[src/rtl/if_fetch_stage_if.sv]
// Bundle between the fetch stage, instruction memory, the hazard unit, EX redirect and decode.
// IF_MISALIGN_TRAP_EN adds the ifid_misalign flag.
interface if_fetch_stage_if;
   logic        imem_req_valid;
   logic        imem_req_ready;
   logic [31:0] imem_req_addr;
   logic        imem_rsp_valid;
   logic [31:0] imem_rsp_data;
   logic        id_stall;
   logic        redirect_valid;
   logic [31:0] redirect_pc;
   logic        ifid_valid;
   logic [31:0] ifid_instr;
   logic [31:0] ifid_pc;
   logic [31:0] ifid_pc_plus4;
`ifdef IF_MISALIGN_TRAP_EN
   logic        ifid_misalign;
`endif

   modport master (
      output imem_req_valid, imem_req_addr,
      input  imem_req_ready, imem_rsp_valid, imem_rsp_data,
      input  id_stall, redirect_valid, redirect_pc,
`ifdef IF_MISALIGN_TRAP_EN
      output ifid_misalign,
`endif
      output ifid_valid, ifid_instr, ifid_pc, ifid_pc_plus4
   );

   modport slave (
      input  imem_req_valid, imem_req_addr,
      output imem_req_ready, imem_rsp_valid, imem_rsp_data,
      output id_stall, redirect_valid, redirect_pc,
`ifdef IF_MISALIGN_TRAP_EN
      input  ifid_misalign,
`endif
      input  ifid_valid, ifid_instr, ifid_pc, ifid_pc_plus4
   );
endinterface

[src/rtl/if_fetch_stage.sv]
// RV32I instruction-fetch stage: PC, single-outstanding imem fetch, IF/ID register with hold buffer.
// Optional IF_MISALIGN_TRAP_EN: misaligned redirect loads a trap bubble and idles the fetcher.
module if_fetch_stage #(
   parameter logic [31:0] RESET_PC  = 32'h0000_0000,
   parameter logic [31:0] NOP_INSTR = 32'h0000_0013
) (
   input logic             clk,
   input logic             rst,
   if_fetch_stage_if.master bus
);
   typedef enum logic [1:0] {S_REQ, S_WAIT, S_HOLD, S_IDLE} state_t;

   state_t      r_state;
   logic [31:0] r_pc;
   logic [31:0] r_req_pc;
   logic [31:0] r_hold_data;
   logic        r_kill;
   logic        r_ifid_valid;
   logic [31:0] r_ifid_instr;
   logic [31:0] r_ifid_pc;
   logic [31:0] r_ifid_pc_plus4;

   logic        w_req_fire;
   logic        w_slot_free;
   logic [31:0] w_req_pc_plus4;
   logic [31:0] w_redirect_pc;

   assign w_req_fire     = (r_state == S_REQ) & bus.imem_req_ready;
   assign w_slot_free    = ~r_ifid_valid | ~bus.id_stall;
   assign w_req_pc_plus4 = r_req_pc + 32'd4;

`ifdef IF_MISALIGN_TRAP_EN
   logic r_ifid_misalign;
   logic w_misalign;
   assign w_redirect_pc     = bus.redirect_pc;
   assign w_misalign        = |bus.redirect_pc[1:0];
   assign bus.ifid_misalign = r_ifid_misalign;
`else
   assign w_redirect_pc = {bus.redirect_pc[31:2], 2'b00};
`endif

   assign bus.imem_req_valid = (r_state == S_REQ) & ~rst;
   assign bus.imem_req_addr  = r_pc;
   assign bus.ifid_valid     = r_ifid_valid;
   assign bus.ifid_instr     = r_ifid_instr;
   assign bus.ifid_pc        = r_ifid_pc;
   assign bus.ifid_pc_plus4  = r_ifid_pc_plus4;

   always_ff @(posedge clk) begin
      if (rst) begin
         r_state         <= S_REQ;
         r_pc            <= RESET_PC;
         r_req_pc        <= RESET_PC;
         r_hold_data     <= NOP_INSTR;
         r_kill          <= 1'b0;
         r_ifid_valid    <= 1'b0;
         r_ifid_instr    <= NOP_INSTR;
         r_ifid_pc       <= 32'd0;
         r_ifid_pc_plus4 <= 32'd0;
`ifdef IF_MISALIGN_TRAP_EN
         r_ifid_misalign <= 1'b0;
`endif
      end else if (bus.redirect_valid) begin
         r_pc         <= w_redirect_pc;
         r_ifid_valid <= 1'b0;
         r_ifid_instr <= NOP_INSTR;
`ifdef IF_MISALIGN_TRAP_EN
         r_ifid_misalign <= 1'b0;
`endif
         // A request still in flight must have its response swallowed via r_kill.
         case (r_state)
            S_REQ: begin
               if (w_req_fire) begin
                  r_kill  <= 1'b1;
                  r_state <= S_WAIT;
               end
            end
            S_WAIT: begin
               if (bus.imem_rsp_valid) begin
                  r_kill  <= 1'b0;
                  r_state <= S_REQ;
               end else begin
                  r_kill <= 1'b1;
               end
            end
            S_HOLD: r_state <= S_REQ;
            S_IDLE: begin
               if (bus.imem_rsp_valid) r_kill <= 1'b0;
               r_state <= S_REQ;
            end
            default: r_state <= S_REQ;
         endcase
`ifdef IF_MISALIGN_TRAP_EN
         if (w_misalign) begin
            r_state         <= S_IDLE;
            r_ifid_valid    <= 1'b1;
            r_ifid_pc       <= w_redirect_pc;
            r_ifid_pc_plus4 <= w_redirect_pc + 32'd4;
            r_ifid_misalign <= 1'b1;
         end
`endif
      end else begin
         // Bubble by default when decode is consuming; a real load below overrides it.
         if (!bus.id_stall) begin
            r_ifid_valid <= 1'b0;
            r_ifid_instr <= NOP_INSTR;
`ifdef IF_MISALIGN_TRAP_EN
            r_ifid_misalign <= 1'b0;
`endif
         end
         case (r_state)
            S_REQ: begin
               if (bus.imem_rsp_valid && r_kill) r_kill <= 1'b0;
               if (w_req_fire) begin
                  r_req_pc <= r_pc;
                  r_state  <= S_WAIT;
               end
            end
            S_WAIT: begin
               if (bus.imem_rsp_valid) begin
                  if (r_kill) begin
                     r_kill  <= 1'b0;
                     r_state <= S_REQ;
                  end else if (w_slot_free) begin
                     r_ifid_valid    <= 1'b1;
                     r_ifid_instr    <= bus.imem_rsp_data;
                     r_ifid_pc       <= r_req_pc;
                     r_ifid_pc_plus4 <= w_req_pc_plus4;
                     r_pc            <= w_req_pc_plus4;
                     r_state         <= S_REQ;
                  end else begin
                     r_hold_data <= bus.imem_rsp_data;
                     r_state     <= S_HOLD;
                  end
               end
            end
            S_HOLD: begin
               if (!bus.id_stall) begin
                  r_ifid_valid    <= 1'b1;
                  r_ifid_instr    <= r_hold_data;
                  r_ifid_pc       <= r_req_pc;
                  r_ifid_pc_plus4 <= w_req_pc_plus4;
                  r_pc            <= w_req_pc_plus4;
                  r_state         <= S_REQ;
               end
            end
            S_IDLE: begin
               if (bus.imem_rsp_valid && r_kill) r_kill <= 1'b0;
            end
            default: r_state <= S_REQ;
         endcase
      end
   end
endmodule
[src/flat_wrapper.sv]
// flat-port wrapper written by rule: the top's interface ports become plain ports
module if_fetch_stage_flat 
#(
   parameter logic [31:0] RESET_PC  = 32'h0000_0000,
   parameter logic [31:0] NOP_INSTR = 32'h0000_0013
)
  (clk, rst, bus_imem_req_valid, bus_imem_req_addr, bus_imem_req_ready, bus_imem_rsp_valid, bus_imem_rsp_data, bus_id_stall, bus_redirect_valid, bus_redirect_pc, bus_ifid_valid, bus_ifid_instr, bus_ifid_pc, bus_ifid_pc_plus4);
  if_fetch_stage_if bus_i ();
  input logic clk;
  input logic rst;
  output wire logic [$bits(bus_i.imem_req_valid)-1:0] bus_imem_req_valid;
  output wire logic [$bits(bus_i.imem_req_addr)-1:0] bus_imem_req_addr;
  input wire logic [$bits(bus_i.imem_req_ready)-1:0] bus_imem_req_ready;
  input wire logic [$bits(bus_i.imem_rsp_valid)-1:0] bus_imem_rsp_valid;
  input wire logic [$bits(bus_i.imem_rsp_data)-1:0] bus_imem_rsp_data;
  input wire logic [$bits(bus_i.id_stall)-1:0] bus_id_stall;
  input wire logic [$bits(bus_i.redirect_valid)-1:0] bus_redirect_valid;
  input wire logic [$bits(bus_i.redirect_pc)-1:0] bus_redirect_pc;
  output wire logic [$bits(bus_i.ifid_valid)-1:0] bus_ifid_valid;
  output wire logic [$bits(bus_i.ifid_instr)-1:0] bus_ifid_instr;
  output wire logic [$bits(bus_i.ifid_pc)-1:0] bus_ifid_pc;
  output wire logic [$bits(bus_i.ifid_pc_plus4)-1:0] bus_ifid_pc_plus4;
  assign bus_imem_req_valid = bus_i.imem_req_valid;
  assign bus_imem_req_addr = bus_i.imem_req_addr;
  assign bus_i.imem_req_ready = bus_imem_req_ready;
  assign bus_i.imem_rsp_valid = bus_imem_rsp_valid;
  assign bus_i.imem_rsp_data = bus_imem_rsp_data;
  assign bus_i.id_stall = bus_id_stall;
  assign bus_i.redirect_valid = bus_redirect_valid;
  assign bus_i.redirect_pc = bus_redirect_pc;
  assign bus_ifid_valid = bus_i.ifid_valid;
  assign bus_ifid_instr = bus_i.ifid_instr;
  assign bus_ifid_pc = bus_i.ifid_pc;
  assign bus_ifid_pc_plus4 = bus_i.ifid_pc_plus4;
  if_fetch_stage #(.RESET_PC(RESET_PC), .NOP_INSTR(NOP_INSTR)) u_core (.clk(clk), .rst(rst), .bus(bus_i));
endmodule
[config.mk]
export PLATFORM = sky130hd
export DESIGN_NAME = if_fetch_stage_flat
export DESIGN_NICKNAME = d
export VERILOG_FILES = /design/src/rtl/if_fetch_stage_if.sv /design/src/rtl/if_fetch_stage.sv /design/src/flat_wrapper.sv
export SDC_FILE = /design/constraint.sdc
export NUM_CORES = 1
export LEC_CHECK = 0
export ABC_AREA = 1
export BUFFER_PORTS_ARGS = -buffer_cell sky130_fd_sc_hd__buf_2
export CAP_MARGIN = 40
export CORE_ASPECT_RATIO = 1.4
export CORE_MARGIN = 2
export CORE_UTILIZATION = 40
export DETAILED_ROUTE_END_ITERATION = 10
export SLEW_MARGIN = 30
export SYNTH_ARGS = -nofsm -noshare
export SYNTH_HDL_FRONTEND = slang
export SYNTH_SLANG_ARGS = --single-unit
[constraint.sdc]
create_clock -name clk -period 2.5 [get_ports clk]
set_clock_uncertainty 0.2 [all_clocks]
set_input_delay 0.5 -clock clk [delete_from_list [all_inputs] [get_ports clk]]
set_output_delay 0.5 -clock clk [all_outputs]
set_load 0.01 [all_outputs]
==> summary.txt <==
CTS
  • CTS tree: built
  • Worst skew pair latency: 0.44 ns
  • Clock root buffer: clkbuf_16
  • Clk buf depth: 2
  • Post-CTS Hold Buffers: 0
  • H-Tree Depth: 4
  • # clock sinks: 194
  • Clk pin slew, worst setup/hold paths: 0.07 ns
  • CTS Buf Count: 17

Worst setup path
  • R2R setup slack: 0.24 ns
  • Worst Setup Start Kind: flip-flop
  • Worst-path maximum fanout: 15
  • R2R cell count: 10
  • Critical Path RT: 2.63 ns
  • Crit path DAT: 2.38 ns
  • R2r startpoint: u_core.r_state[0]
  • Crit Path Class: flip-flop to flip-flop
  • Crit path capture type: flip-flop
  • FF-to-FF End: u_core.bus.imem_req_addr[6]

Logic synthesis
  • Synth Flop Type: dfxtp_1
  • Leading area contributor after synthesis: dfxtp_1
  • Post-synth top cells: 372 x nand2_1, 207 x nor2_1, 194 x dfxtp_1
  • Synthesis Warnings: 0
  • Syn Nets: 1499
  • Sequential area share after synthesis: 41.1%
  • EDFF count, synth: 0
  • Fraction of registers with async set/reset: 0%
  • Mapped Cells: 1422
  • Distinct cells, synth: 36
  • Yosys reg bits: 194
  • Synth top area share: 41.1%
  • Synth top area cells: dfxtp_1 41%, nand2_1 15%, a21oi_1 9.0%
  • Count leader, synth: nand2_1
  • Mapped Area: 0.00944 mm2
  • Synth Area per Inst: 6.64 um2

Timing
  • Fin crit period: 2.26 ns
  • Slew Limit Fails: 0
  • Endpoints failing hold: 0
  • RSZ-0062 raised after global routing: no
  • F_max: 0.443 GHz
  • Rel. slew slack: 55.5%
  • Setup TNS: 0 ns
  • Slew @ Worst Pin: 0.667 ns
  • Finish-stage setup viols: 0
  • Final Cycle Share: 90.3%

Global routing
  • Met1 Track Usage GR: 26.0%
  • Largest net degree at the start of global routing: 59
  • First-pass GRT wire length: 44.9 mm
  • Met2 GRT Util: 40.9%
  • Initial antenna violation count: 0
  • Gr busiest metal: met2
  • All-Layer GR Usage: 22.8%
  • Vias in the first global route: 8886
  • GR Overflow Total: 0
  • GRT met3 Usage: 4.93%

Outcome
  • Status: finished clean

Floorplanning
  • Top Ports: 200
  • Starting density of the core: 40.7%
  • Die W: 134 um
  • Die height: 186 um
  • CORE AREA: 0.0232 mm2
  • Core Rows: 66
  • Die footprint: 0.0249 mm2

Drt
  • Post-route DRC: 0
  • WL/cell: 14.9 um
  • WL final: 28.4 mm
  • Vias per cell: 5.01
  • Drt pass-1 iters: 5
  • Starting DRT DRC Count: 632
  • Vias: 9522
  • Antenna viol nets, final: 0

Final layout
  • Share of cells above drive strength 1: 19.4%
  • Finished Cell Area: 0.0113 mm2
  • Area Growth Syn to Fin: 19.7%
  • Post-route insts no fill: 1902
  • # fillers: 2410
  • N_diodes: 0
  • Nets: 1660

Power and ir drop
  • Maximum VDD drop: 521 uV
  • Pwr Total: 7.64 mW
  • Power density over the cells: 676 mW/mm2
  • Lkg Pwr: 5.38 nW

Place
  • DP Wirelength: 19.8 mm
  • DP Cell Count: 1868
  • Port bufs: 197
  • Global placement routability congestion: 0.914
  • Post-DP Area: 0.0107 mm2

Hold path
  • Hold Path Depth: 3
  • Hold/Removal Path Class: input port to flip-flop
  • Hold path start: bus_imem_rsp_data[28]
  • Worst hold path endpoint: u_core.r_hold_data[28]

Job
  • Max_cap viols: 0
==> per-stage QoR <==
step	utilization (%)	setup slack [ns]	hold WS [ns]
3_3_place_gp	45.9	0.202	0.250
3_5_place_dp	45.9	0.175	0.253
6_report	48.7	0.243	0.0930
5_1_grt	48.7	0.0558	0.0905
4_1_cts	48.6	0.119	0.0759
2_1_floorplan	-	0.565	0.240
==> flip-flops by register name, summed over array words and instances (netlist names) <==
name / cells
u_core.bus.ifid_instr: 32
u_core.bus.ifid_pc: 30
u_core.bus.ifid_pc_plus4: 32
u_core.bus.ifid_valid: 1
u_core.bus.imem_req_addr: 32
u_core.r_hold_data: 32
u_core.r_kill: 1
u_core.r_req_pc: 32
u_core.r_state: 2
==> layout by cell type, fill, tap and decap left out, drive strengths merged, types with 3 or more instances in the layout <==
cell / instances
clkinv: 9
nand4: 4
nand2: 389
a21oi: 180
nor2: 218
nand3: 55
o21ai: 137
clkbuf: 19
nand3b: 18
o211ai: 4
dfxtp: 194
inv: 116
clkinvlp: 3
xor2: 3
bufinv: 3
buf: 228
xnor2: 3
ha: 7
==> where the power goes <==
group,leakage (nW),switching [mW],internal (mW)
Clock,0.299,1.29,1.65
Combinational,3.50,0.806,0.465
Sequential,1.58,0.160,3.27
==> cell type report <==
type                       instances  area (um2)  share of cell area, %
inverter                         118         445                   3.94
multi-input combinational       1024        4680                   41.4
clock buffer                      19         453                   4.01
tap                              306         383                   3.39
timing repair buffer             228        1280                   11.3
sequential                       194        3880                   34.4
clock inverter                    13         173                   1.53
==> critical path: stages (launching register included) <==
cell     delay (ns)
dfxtp_1        0.40
inv_1          0.11
ha_1           0.31
nand2_2        0.12
inv_1          0.08
nor2_4         0.10
nand3_4        0.15
nand2_2        0.29
inv_1          0.20
nor2_1         0.14
nor2_1         0.05
==> routing by layer <==
layer | wire length (um) | up-vias | share of wire, %
met5 | 0 | - | 0
met1 | 11600 | 4302 | 41
li1 | - | 4852 | -
met4 | 886 | 0 | 3.1
met2 | 14200 | 316 | 50
met3 | 1700 | 52 | 6.0
==> what timing repair did <==
item	CTS	global route
resized for setup	0	0
setup buffers	0	2
setup endpoints to repair	0	2
==> logic make-up (layout without fill, tap and decap cells) <==
kind of cell               after synthesis  count (layout)  synth area share, %
AOI/OAI and AO/OA                      321             321                 17.7
xor gates and xnor gates                 6               6                0.557
adders and majority gates                7               7                0.928
buffers and inverters                  204             378                 9.33
DFF                                    194             194                 41.1
muxes                                    2               2                0.212
and+or+nand+nor                        688             688                 30.1
==> worst max-delay path by stage <==
stage | startpoint | end | slack [ns] | cells after the start
floorplan | rst | bus_imem_req_valid | 0.57 | 4
global placement | u_core.r_state[1] | u_core.bus.imem_req_addr[14] | 0.20 | 9
detailed placement | u_core.r_state[0] | u_core.bus.imem_req_addr[14] | 0.17 | 10
CTS | u_core.r_state[0] | u_core.bus.imem_req_addr[11] | 0.12 | 10
global route | u_core.r_state[0] | u_core.bus.imem_req_addr[6] | 0.06 | 10
finish | u_core.r_state[0] | u_core.bus.imem_req_addr[6] | 0.24 | 10
No activity file was read; power rests on OpenSTA's default activity.
